## config.mk

```make
export PLATFORM = sky130hd
export DESIGN_NAME = divider_32b_iter
export DESIGN_NICKNAME = d
export VERILOG_FILES = /design/src/rtl/divider_32b_iter.sv
export SDC_FILE = /design/constraint.sdc
export NUM_CORES = 1
export LEC_CHECK = 0
export ABC_AREA = 1
export CELL_PAD_IN_SITES_DETAIL_PLACEMENT = 1
export CELL_PAD_IN_SITES_GLOBAL_PLACEMENT = 2
export CORE_MARGIN = 3
export CORE_UTILIZATION = 29
export DETAILED_ROUTE_END_ITERATION = 8
export GPL_TIMING_DRIVEN = 1
export PLACE_DENSITY = 0.81
export SLEW_MARGIN = 0
export SYNTH_ARGS = -nofsm -noshare
export SYNTH_HDL_FRONTEND = slang
export SYNTH_SLANG_ARGS = --single-unit
```

## constraint.sdc

```tcl
create_clock -name clk -period 3.4 [get_ports clk]
set_input_delay 0.34 -clock clk [delete_from_list [all_inputs] [get_ports clk]]
set_output_delay 0.34 -clock clk [all_outputs]
set_load 0.01 [all_outputs]
```

## src/rtl/divider_32b_iter.sv

```systemverilog
// Iterative 32-bit restoring divider: one quotient bit per cycle, 33-cycle latency.
// Define DIVIDER_32B_ITER_SIGNED_EN for two's-complement operands; the default build is unsigned.
module divider_32b_iter (
  input  logic        clk,
  input  logic        rst,
  input  logic        istream_val,
  output logic        istream_rdy,
  input  logic [31:0] dividend,
  input  logic [31:0] divisor,
  output logic        ostream_val,
  input  logic        ostream_rdy,
  output logic [31:0] quot,
  output logic [31:0] rem
);

  localparam logic [1:0] IDLE = 2'd0;
  localparam logic [1:0] CALC = 2'd1;
  localparam logic [1:0] DONE = 2'd2;

  logic [1:0]  state;
  logic [4:0]  cnt;
  logic [31:0] q_r;
  logic [31:0] r_r;
  logic [31:0] d_r;
  logic [32:0] trial;
  logic [32:0] diff;
  logic        qbit;
  logic [31:0] a_mag;
  logic [31:0] b_mag;

`ifdef DIVIDER_32B_ITER_SIGNED_EN
  logic neg_q;
  logic neg_r;
  logic div0;

  always_comb begin
    a_mag = dividend[31] ? (~dividend + 32'd1) : dividend;
    b_mag = divisor[31]  ? (~divisor  + 32'd1) : divisor;
  end
`else
  always_comb begin
    a_mag = dividend;
    b_mag = divisor;
  end
`endif

  // q_r starts as the dividend and is shifted out MSB first while quotient bits shift in.
  // A clear borrow bit means the partial remainder covers the divisor.
  always_comb begin
    trial = {r_r, q_r[31]};
    diff  = trial - {1'b0, d_r};
    qbit  = ~diff[32];
  end

  always_ff @(posedge clk or posedge rst) begin
    if (rst) begin
      state <= IDLE;
      cnt   <= '0;
      q_r   <= '0;
      r_r   <= '0;
      d_r   <= '0;
`ifdef DIVIDER_32B_ITER_SIGNED_EN
      neg_q <= 1'b0;
      neg_r <= 1'b0;
      div0  <= 1'b0;
`endif
    end else begin
      case (state)
        IDLE: begin
          if (istream_val) begin
            q_r   <= a_mag;
            r_r   <= '0;
            d_r   <= b_mag;
            cnt   <= '0;
`ifdef DIVIDER_32B_ITER_SIGNED_EN
            neg_q <= dividend[31] ^ divisor[31];
            neg_r <= dividend[31];
            div0  <= (divisor == '0);
`endif
            state <= CALC;
          end
        end
        CALC: begin
          q_r <= {q_r[30:0], qbit};
          r_r <= qbit ? diff[31:0] : trial[31:0];
          cnt <= cnt + 5'd1;
          if (cnt == 5'd31) state <= DONE;
        end
        DONE: begin
          if (ostream_rdy) state <= IDLE;
        end
        default: state <= IDLE;
      endcase
    end
  end

  assign istream_rdy = (state == IDLE) && !rst;
  assign ostream_val = (state == DONE);

`ifdef DIVIDER_32B_ITER_SIGNED_EN
  // Magnitude division by zero yields all-ones with rem=|dividend|; re-signing rem restores the dividend.
  assign quot = div0  ? '1 : (neg_q ? (~q_r + 32'd1) : q_r);
  assign rem  = neg_r ? (~r_r + 32'd1) : r_r;
`else
  assign quot = q_r;
  assign rem  = r_r;
`endif

endmodule

```

==> impl_table.tex <==
\begin{tabular}{lr}
\hline
Metric & Value \\
\hline
\multicolumn{2}{l}{\textbf{Outcome}} \\
Result of the run & finished, final reports clean \\
\multicolumn{2}{l}{\textbf{CTS}} \\
Clock tree root buffer cell & sky130\_fd\_sc\_hd\_\_clkbuf\_16 \\
Clock-pin slew on the worst setup and hold paths & around 90 ps \\
Max Buffers Root-to-Sink & 2 \\
Number of sinks on the clock net & 103 \\
Number of hold-repair buffers added at the cts stage & 0 \\
Number of instances resized during post-cts repair & 0 \\
Post CTS Setup Buffer Count & 0 \\
Inserted Clock Buffers & 9 \\
CTS tree & yes \\
\# H-tree levels & 3 \\
Skew-Pair Late Insertion Delay & roughly 370 ps \\
\multicolumn{2}{l}{\textbf{Route}} \\
Count of routing violations after the opening detailed-route iteration & between 300 and 400 \\
Via density per instance & 4.56 \\
Initial DRT Pass Iterations & 4 \\
Antenna-violating nets left & 0 \\
Post-detailed-route wirelength per cell & approximately 15 um \\
Post-route DRC & 0 \\
Routed Wire Length & approximately 24000 um \\
Vias after detailed routing & roughly 7100 \\
\multicolumn{2}{l}{\textbf{Setup path}} \\
Register-to-register path setup slack & about 720 ps \\
Highest net fanout along the worst path & 33 \\
Cells traversed along the worst timing path & inv\_1 > ha\_1 > inv\_1 > fa\_1 > nand2\_1 > nand2\_1 > nand3b\_1 > nand2\_2 > nand2\_2 > nand2\_4 > nand2\_4 > nand3\_2 > nand2\_8 > nand2\_2 > nand2\_1 > nand2\_1 > nand2\_1 \\
Kind of cell adding the most delay to the critical path & simple AND/OR/NAND/NOR gates \\
Number of buffers and inverters on the critical path & 2 \\
Critical Path Most Common Cell & sky130\_fd\_sc\_hd\_\_nand2\_1 \\
Slowest stage cell, crit path & sky130\_fd\_sc\_hd\_\_fa\_1 \\
Worst setup path category & reg -> reg \\
Largest stage delay on the critical path & approximately 430 ps \\
Worst EP required & 3700 ps \\
Kind of launch point of the worst setup path & flop \\
Arrival time at the worst endpoint & roughly 3000 ps \\
Crit. End Element & flop \\
\multicolumn{2}{l}{\textbf{Synthesis}} \\
Syn Area/Cell & roughly 6.8 um2 \\
Largest cells by area after synthesis & sky130\_fd\_sc\_hd\_\_dfrtp\_1 34\%, sky130\_fd\_sc\_hd\_\_nand2\_1 20\%, sky130\_fd\_sc\_hd\_\_inv\_1 10\%, sky130\_fd\_sc\_hd\_\_ha\_1 5.7\%, sky130\_fd\_sc\_hd\_\_o21ai\_0 3.2\% \\
Total standard cell area after synthesis & 7480 um2 \\
Fraction of synthesized cell area taken by the top area cell type & 0.345 \\
Commonest register cell after synthesis & sky130\_fd\_sc\_hd\_\_dfrtp\_1 \\
Post-synthesis cell count & about 1100 \\
Sequential-to-total area share from yosys stat & 0.345 \\
Most common library cells after synthesis & 401 x sky130\_fd\_sc\_hd\_\_nand2\_1, 209 x sky130\_fd\_sc\_hd\_\_inv\_1, 103 x sky130\_fd\_sc\_hd\_\_dfrtp\_1 \\
Fraction of registers with async set or reset after synthesis & 1.00 \\
Syn\_nets & 1200 \\
Cell type with the largest total area after synthesis & sky130\_fd\_sc\_hd\_\_dfrtp\_1 \\
Number of distinct standard cells referenced by the synthesized netlist & 37 \\
EDFF count, synth & 0 \\
Synth Warn \# & 0 \\
Leading cell type by number of instances after synthesis & sky130\_fd\_sc\_hd\_\_nand2\_1 \\
FF+latch count, synth & around 100 \\
\multicolumn{2}{l}{\textbf{Final layout}} \\
Share of cells above drive strength 1 & 0.0811 \\
Antenna Diode Count & 0 \\
Filler Cells Inserted & between 3000 and 4000 \\
Synthesis-to-layout area growth & 26.2\% \\
Area occupied by registers & 2580 um2 \\
Net count, final & approximately 1300 \\
Total area of multi-input combinational cells & around 4000 um2 \\
Number of cells in the finished layout apart from fillers & $\sim$1600 \\
\multicolumn{2}{l}{\textbf{Timing}} \\
Worst slack on hold paths & slightly below 400 ps \\
Sum of negative setup slack & 0 ps \\
Final Max Tran Viols & 0 \\
Top achievable clock speed & about 370 MHz \\
Transition at the pin with the smallest max-transition slack & just under 700 ps \\
Max transition margin & 0.535 \\
Hold violation total from the final report & 0 \\
Crit path time final & between 2000 and 3000 ps \\
Fin Clk Skew & approximately 18 ps \\
Period Utilization, post-route & 0.788 \\
Final setup violation count & 0 \\
Setup repair after global routing missed its margin & false \\
\multicolumn{2}{l}{\textbf{Floorplanning}} \\
Die Width & approximately 170 um \\
Initial standard-cell utilization of the core & 0.296 \\
Core area & approximately 25000 um2 \\
Top-level port count & 134 \\
Height of the die & roughly 170 um \\
Overall die area & roughly 28000 um2 \\
Num rows & between 50 and 60 \\
\multicolumn{2}{l}{\textbf{Global route}} \\
Total grt overflow & 0 \\
GRT Util Overall & 0.174 \\
Via count of the first global-routing pass & 7331 \\
Number of antenna violations at the first check in global routing & 0 \\
Maximum number of pins on one net before global-route repair & 77 \\
Global-route wire length before repair & between 30000 and 40000 um \\
\multicolumn{2}{l}{\textbf{Min path}} \\
Worst hold path class & in -> async \\
\multicolumn{2}{l}{\textbf{Place}} \\
Total half-perimeter wirelength after legalization and detailed placement & about 19000 um \\
RD Place Congestion & 0.863 \\
Placed cells & $\sim$1500 \\
Number of I/O port buffers & between 100 and 150 \\
\multicolumn{2}{l}{\textbf{Run}} \\
Reported max-cap violation count & 0 \\
\hline
\end{tabular}
-- final timing paths --
check | start | end | cells past startpoint
min in group clk | d_r[0]$_DFFE_PP0P_ | d_r[0]$_DFFE_PP0P_ | 2
worst min-delay path | rst | rem[17]$_DFFE_PP0P_ | 2
worst max register to register | quot[31]$_DFFE_PP0P_ | rem[25]$_DFFE_PP0P_ | 17
worst min register to register | d_r[0]$_DFFE_PP0P_ | d_r[0]$_DFFE_PP0P_ | 2
max in group asynchronous | rst | rem[21]$_DFFE_PP0P_ | 3
worst max-delay path | quot[31]$_DFFE_PP0P_ | rem[25]$_DFFE_PP0P_ | 17
-- through the flow --
stage,utilization,cell area [um2],setup WS [ps]
after floorplan,-,7480,356
after global placement,0.362,9140,797
after detailed placement,0.362,9140,688
after CTS,0.374,9440,668
after global routing,0.374,9440,467
final,0.374,9440,722
-- placed cells by master, fill, tap and decap left out, types with 9 or more instances in the layout --
cell                              synthesis  final
sky130_fd_sc_hd__ha_1                    34     34
sky130_fd_sc_hd__a21oi_1                 17     17
sky130_fd_sc_hd__o211ai_1                15     15
sky130_fd_sc_hd__a221oi_1                17     17
sky130_fd_sc_hd__nor2_1                  49     48
sky130_fd_sc_hd__clkbuf_16                0      9
sky130_fd_sc_hd__dfrtp_1                103    103
sky130_fd_sc_hd__o21ai_0                 48     48
sky130_fd_sc_hd__xnor2_1                 15     15
sky130_fd_sc_hd__clkdlybuf4s50_1          0    133
sky130_fd_sc_hd__nand3_1                 38     38
sky130_fd_sc_hd__inv_1                  209    207
sky130_fd_sc_hd__nand2_2                 22     22
sky130_fd_sc_hd__nand2_4                 15     15
sky130_fd_sc_hd__nor3_1                  19     19
sky130_fd_sc_hd__nand3_2                 18     18
sky130_fd_sc_hd__nand2_1                401    401
sky130_fd_sc_hd__inv_2                    8      9
-- layer usage --
| layer | share of wire | up-vias | global-route usage |
|---|---|---|---|
| met5 | 0 | - | 0 |
| met1 | 0.51 | 3347 | 0.247 |
| met2 | 0.46 | 95 | 0.286 |
| met3 | 0.026 | 15 | 0.0225 |
| met4 | 0.011 | 0 | 0.0377 |
| li1 | - | 3607 | - |
-- final cells by class --
cell class,instances,area share
Multi-Input combinational cell,744,0.415
Sequential cell,103,0.273
Timing Repair Buffer,140,0.149
Inverter,217,0.0865
Tap cell,330,0.0437
Clock buffer,9,0.0239
Clock inverter,7,0.00861
-- registers in the layout (all words and copies together), names as in the netlist --
| register | cells |
|---|---|
| cnt | 5 |
| d_r | 32 |
| quot | 32 |
| rem | 32 |
| state | 2 |
-- cells by family (layout without fill, tap and decap cells) --
logic type      after synthesis  after routing  share of synthesized area
simple gates                582            582                      0.349
flops                       103            103                      0.345
compound gates              112            112                     0.0963
buf+inv                     250            373                      0.133
fa+ha+maj                    35             35                     0.0595
xor+xnor                     15             15                     0.0176
-- worst reg2reg max path, delay by kind of cell (launching register included) --
kind | cells | cell delay, ps
buffers and inverters | 2 | 160
and+or+nand+nor | 13 | 1520
adders and majority gates | 2 | 580
DFF | 1 | 380
Power is left out: the tool's default activity adds up to more than one toggle a clock period on the data nets, which glitch-free logic cannot reach.
